### src/rtl/lsu_pkg.sv
// Shared encodings for the load/store controller: access sizes, FSM states, lane widths.
// The misaligned check is only used when LSU_MISALIGN_EXC_EN is defined.
package lsu_pkg;

  localparam logic [1:0] SZ_BYTE = 2'b00;
  localparam logic [1:0] SZ_HALF = 2'b01;
  localparam logic [1:0] SZ_WORD = 2'b10;

  localparam int BYTE_W = 8;
  localparam int HALF_W = 16;
  localparam int WORD_W = 32;

  typedef enum logic [2:0] {
    ST_IDLE,
    ST_ACCESS,
    ST_READ,
    ST_WRITE,
    ST_RESP
  } state_t;

  // Size 2'b11 behaves as a word access everywhere.
  function automatic logic is_misaligned(input logic [1:0] size, input logic [1:0] off);
    logic bad;
    case (size)
      SZ_BYTE: bad = 1'b0;
      SZ_HALF: bad = off[0];
      default: bad = (off != 2'b00);
    endcase
    return bad;
  endfunction

endpackage

### src/rtl/lsu_lane_align.sv
// Combinational little-endian lane logic: load extraction with sign/zero extension
// and sub-word store merge into an existing memory word.
module lsu_lane_align
  import lsu_pkg::*;
(
  input  logic [WORD_W-1:0] word,
  input  logic [WORD_W-1:0] wdata,
  input  logic [1:0]        off,
  input  logic [1:0]        size,
  input  logic              uns,
  output logic [WORD_W-1:0] load_data,
  output logic [WORD_W-1:0] merge_data
);

  logic [BYTE_W-1:0] byte_lane;
  logic [HALF_W-1:0] half_lane;

  always_comb begin
    byte_lane = word[{off, 3'b000} +: BYTE_W];
    half_lane = off[1] ? word[WORD_W-1:HALF_W] : word[HALF_W-1:0];

    case (size)
      SZ_BYTE: load_data = uns ? {{(WORD_W-BYTE_W){1'b0}}, byte_lane}
                               : {{(WORD_W-BYTE_W){byte_lane[BYTE_W-1]}}, byte_lane};
      SZ_HALF: load_data = uns ? {{(WORD_W-HALF_W){1'b0}}, half_lane}
                               : {{(WORD_W-HALF_W){half_lane[HALF_W-1]}}, half_lane};
      default: load_data = word;
    endcase

    // Half lanes are selected by off[1] alone, so off[0] is ignored for halves.
    merge_data = word;
    case (size)
      SZ_BYTE: merge_data[{off, 3'b000} +: BYTE_W] = wdata[BYTE_W-1:0];
      SZ_HALF: begin
        if (off[1]) merge_data[WORD_W-1:HALF_W] = wdata[HALF_W-1:0];
        else        merge_data[HALF_W-1:0]      = wdata[HALF_W-1:0];
      end
      default: merge_data = wdata;
    endcase
  end

endmodule

### src/rtl/lsu_ctrl.sv
// Load/store initiator between MEM stage and a word-wide memory; sub-word stores use
// read-modify-write. Define LSU_MISALIGN_EXC_EN to detect and flag misaligned accesses.
module lsu_ctrl
  import lsu_pkg::*;
#(
  parameter int ADDR_W = 32
) (
  input  logic              clk,
  input  logic              reset,
  input  logic              req_valid,
  output logic              req_ready,
  input  logic              req_we,
  input  logic [1:0]        req_size,
  input  logic              req_unsigned,
  input  logic [ADDR_W-1:0] req_addr,
  input  logic [WORD_W-1:0] req_wdata,
  output logic              resp_valid,
  output logic [WORD_W-1:0] resp_rdata,
  output logic              resp_exc,
  output logic [ADDR_W-1:0] mem_addr,
  output logic [WORD_W-1:0] mem_wd,
  output logic              mem_we,
  input  logic [WORD_W-1:0] mem_rd
);

  state_t            state;
  logic [ADDR_W-1:0] addr_q;
  logic [1:0]        size_q;
  logic              we_q;
  logic              uns_q;
  logic [WORD_W-1:0] wdata_q;
  logic [WORD_W-1:0] rdata_q;
  logic [WORD_W-1:0] load_data;
  logic [WORD_W-1:0] merge_data;
  logic              handshake;
  logic              misaligned;
  logic              sub_word;

  assign handshake = req_valid && req_ready;
  assign sub_word  = (req_size == SZ_BYTE) || (req_size == SZ_HALF);

`ifdef LSU_MISALIGN_EXC_EN
  logic exc_q;
  assign misaligned = is_misaligned(req_size, req_addr[1:0]);
  assign resp_exc   = exc_q;
`else
  assign misaligned = 1'b0;
  assign resp_exc   = 1'b0;
`endif

  lsu_lane_align u_align (
    .word       (mem_rd),
    .wdata      (wdata_q),
    .off        (addr_q[1:0]),
    .size       (size_q),
    .uns        (uns_q),
    .load_data  (load_data),
    .merge_data (merge_data)
  );

  assign mem_addr   = {addr_q[ADDR_W-1:2], 2'b00};
  assign resp_rdata = rdata_q;

  // mem_we/mem_wd are registered on entry to ACCESS/WRITE; mem_wd also serves as
  // the merged-word register for read-modify-write.
  always_ff @(posedge clk or posedge reset) begin
    if (reset) begin
      state      <= ST_IDLE;
      req_ready  <= 1'b1;
      resp_valid <= 1'b0;
      mem_we     <= 1'b0;
      mem_wd     <= '0;
      addr_q     <= '0;
      size_q     <= '0;
      we_q       <= 1'b0;
      uns_q      <= 1'b0;
      wdata_q    <= '0;
      rdata_q    <= '0;
`ifdef LSU_MISALIGN_EXC_EN
      exc_q      <= 1'b0;
`endif
    end else begin
      resp_valid <= 1'b0;
      mem_we     <= 1'b0;
      mem_wd     <= '0;
      case (state)
        ST_IDLE: begin
          if (handshake) begin
            addr_q    <= req_addr;
            size_q    <= req_size;
            we_q      <= req_we;
            uns_q     <= req_unsigned;
            wdata_q   <= req_wdata;
            req_ready <= 1'b0;
            if (misaligned) begin
              rdata_q    <= '0;
              resp_valid <= 1'b1;
              state      <= ST_RESP;
`ifdef LSU_MISALIGN_EXC_EN
              exc_q      <= 1'b1;
`endif
            end else begin
`ifdef LSU_MISALIGN_EXC_EN
              exc_q <= 1'b0;
`endif
              if (req_we) rdata_q <= '0;
              if (req_we && sub_word) begin
                state <= ST_READ;
              end else begin
                state <= ST_ACCESS;
                if (req_we) begin
                  mem_we <= 1'b1;
                  mem_wd <= req_wdata;
                end
              end
            end
          end
        end
        ST_ACCESS: begin
          if (!we_q) rdata_q <= load_data;
          resp_valid <= 1'b1;
          state      <= ST_RESP;
        end
        ST_READ: begin
          mem_we <= 1'b1;
          mem_wd <= merge_data;
          state  <= ST_WRITE;
        end
        ST_WRITE: begin
          resp_valid <= 1'b1;
          state      <= ST_RESP;
        end
        ST_RESP: begin
          req_ready <= 1'b1;
          state     <= ST_IDLE;
        end
        default: begin
          req_ready <= 1'b1;
          state     <= ST_IDLE;
        end
      endcase
    end
  end

endmodule

### config.mk
export PLATFORM = sky130hd
export DESIGN_NAME = lsu_ctrl
export DESIGN_NICKNAME = d
export VERILOG_FILES = /design/src/rtl/lsu_pkg.sv /design/src/rtl/lsu_lane_align.sv /design/src/rtl/lsu_ctrl.sv
export SDC_FILE = /design/constraint.sdc
export NUM_CORES = 1
export LEC_CHECK = 0
export BUFFER_PORTS_ARGS = -buffer_cell sky130_fd_sc_hd__buf_2
export CAP_MARGIN = 10
export CORE_MARGIN = 2
export CORE_UTILIZATION = 53
export DETAILED_ROUTE_END_ITERATION = 8
export PLACE_DENSITY = 0.86
export SKIP_CTS_REPAIR_TIMING = 1
export SLEW_MARGIN = 30
export SYNTH_ARGS = -nofsm -noshare
export SYNTH_HDL_FRONTEND = slang
export SYNTH_SLANG_ARGS = --single-unit
### constraint.sdc
create_clock -name clk -period 5.5 [get_ports clk]
set_clock_uncertainty 0.15 [all_clocks]
set_input_delay 1.375 -clock clk [delete_from_list [all_inputs] [get_ports clk]]
set_output_delay 1.375 -clock clk [all_outputs]
set_load 0.01 [all_outputs]
==> results.toml <==
[status]
status = "finished clean"

[synthesis]
yosysTopAreaCellShare = 0.4852
synth_common_cells = "dfrtp_1, mux2_2, o21ai_0"
synth_edf_count = 0
synthCells = 622
synthFlopType = "dfrtp_1"
synthDistinctLibCells = 52
ys_ff_latch = 138
synth_area_um2 = 7066
post-synth-top-count-cell = "dfrtp_1"
synthTopCellsByArea = "dfrtp_1, mux2_2, buf_4, a221o_1, o21ai_0"
syn_area_per_cell_um2 = 11.36
ys_warn_count = 0
ys_seq_area_frac = 0.4889
async_flop_share = 1.000
yosysTopAreaCell = "dfrtp_1"

[finish]
final_area_um2 = 8513
fillers = 1031
area_delta_synth_final_pct = 20.49
nNetsFinal = 875
final_layout_size_suffix_gt1_frac = 0.4583

[clocking]
cts_buffer_depth = 2
htreeDepth = 4
clock_latency_ps = 420
cts_tree = "yes"
cts_made_buffers = 17
root_buffer = "clkbuf_16"
cts_num_sinks = 138
clk_pin_slew_ps = 60

[critical_path]
crit_required_ps = 5660
worst-path-max-fanout = 32
cp_data_arrival_time_ps = 3260
start_kind = "primary input"
timing.setup.critical_path_class = "in2reg"
crit_path_end_kind = "flip-flop"

[detailed_routing]
totalWireLength_um = 19460
drc = 0
vias = 5815
drt_iter0_drc = 770
vias_per_cell = 6.083
wl_per_cell_um = 20.35
firstDrtPassIters = 6
ant_nets = 0

[global_route]
grt_use_total = 0.2753
grt_pass1_wl_um = 29920
grt_pass1_vias = 5384
overflow = 0
antenna_found_initial = 1
grt_max_degree = 113

[sta]
fin_crit_ps = 3106
slew_headroom = 0.3647
max_freq_mhz = 321.9
tightest_slew_ps = 945.9
period_share = 0.5648
setup_tns_ps = 0
finalHoldViolations = 0
rsz0062_at_grt = "no"
finalSetupViolCount = 0
hold_slack_ps = 347.0
drv_slew = 0

[die]
start_util = 0.5378
die_y_um = 119.5
core-area_um2 = 13140
die_area_um2 = 14270
ios = 203
die_w_um = 119.5
rows = 42

[run]
max_cap_violations = 0

[placement]
port_buffers = 199
place_area_um2 = 7896
gp_congestion = 0.9514
hpwlAfterDp_um = 13640

[power]
power_density_nw_per_um2 = 581.3
p_leak_uw = 0.004050
ir_drop_uv = 247.4
finalPower_uw = 4949

[worst_hold_path]
hold_path_class = "reg2reg"
[state kept, by name (all words and copies together), names as in the netlist]
signal	flops
addr_q	32
mem_wd	32
mem_we	1
req_ready	1
resp_rdata	32
resp_valid	1
size_q	2
state	3
uns_q	1
wdata_q	32
we_q	1
[cells by family (layout without fill, tap and decap cells)]
| group | count (synthesis) | after routing | synth area share |
|---|---|---|---|
| AOI/OAI and AO/OA | 168 | 168 | 0.1803 |
| adders and majority gates | 5 | 5 | 0.008854 |
| buffers and inverters | 96 | 251 | 0.07314 |
| DFF | 138 | 138 | 0.4889 |
| muxes | 94 | 94 | 0.1507 |
| other | 1 | 4 | 0.0005307 |
| and+or+nand+nor | 120 | 120 | 0.09758 |
[metal layers]
metal,up-vias,wire length [µm],track usage
li1,2597,-,-
met1,2850,8069,0.3983
met2,322,8927,0.4111
met3,46,1889,0.05891
met4,0,572,0.09779
met5,-,0,0
[cell usage in the layout, fill, tap and decap left out, types with 3 or more instances in the layout]
| cell | n |
|---|---|
| nor2b_1 | 13 |
| nand2b_1 | 9 |
| o22ai_1 | 4 |
| ha_1 | 5 |
| buf_2 | 199 |
| nor2_1 | 26 |
| nand4_1 | 8 |
| a211o_1 | 6 |
| nor3_1 | 15 |
| o21ai_0 | 41 |
| or2_2 | 3 |
| inv_1 | 12 |
| dfrtp_1 | 135 |
| a21oi_1 | 20 |
| clkinvlp_4 | 3 |
| clkbuf_16 | 17 |
| nor3b_1 | 3 |
| nor4_4 | 4 |
| nand2_1 | 23 |
| clkinv_2 | 3 |
| bufinv_16 | 3 |
| a221o_1 | 22 |
| mux2_2 | 89 |
| a22oi_1 | 3 |
| a32o_1 | 3 |
| o21a_1 | 3 |
| a221o_2 | 16 |
| mux2i_1 | 4 |
| a2111oi_0 | 12 |
| conb_1 | 3 |
| o221ai_1 | 6 |
| a221oi_1 | 17 |
| buf_4 | 7 |
| and3b_1 | 6 |
| a31oi_1 | 6 |
[power by group]
part	switching, µW	leakage (µW)	internal [µW]
Sequential	350	0.00175	1430
Combinational	1090	0.00201	919
Clock	424	0.000288	733
Total	1870	0.00405	3080
[worst max-delay path: stages]
cell	delay (ps)
buf_2	100
nand2_1	140
nor3_4	720
buf_4	510
mux2_2	390
[stage by stage]
stage / worst slack [ps] / instances / utilization
CTS: 2426 / 955 / 0.6469
detailed placement: 1980 / 924 / 0.6010
global placement: 2056 / 924 / 0.6010
floorplan: 280.5 / 624 / -
global route: 2336 / 956 / 0.6480
finish: 2394 / 956 / 0.6480
[cell type report]
type                            instances  area (µm²)  area share
Inverter                               14       60.06    0.007055
Timing Repair Buffer                  206        1049      0.1232
Clock buffer                           20       456.7     0.05364
Sequential cell                       138        3457      0.4061
Tap cell                              176       220.2     0.02587
Antenna cell                            1       2.502   0.0002939
Clock inverter                         11       145.1     0.01705
Multi-Input combinational cell        390        3123      0.3668
[worst paths after layout]
path                                       startpoint                          to  slack [ps]  depth (start not counted)
min in group asynchronous                       reset         mem_wd[6]$_DFF_PP0_         930                          2
setup / recovery                            req_valid     wdata_q[11]$_DFFE_PP0P_        2390                          5
max in group asynchronous                       reset       req_ready$_DFFE_PP1P_        3410                          3
hold / removal             resp_rdata[14]$_DFFE_PP0P_  resp_rdata[14]$_DFFE_PP0P_         350                          1
setup reg to reg                size_q[1]$_DFFE_PP0P_  resp_rdata[18]$_DFFE_PP0P_        2570                          4
hold reg to reg            resp_rdata[14]$_DFFE_PP0P_  resp_rdata[14]$_DFFE_PP0P_         350                          1
Power figures use the tool's default switching activity.
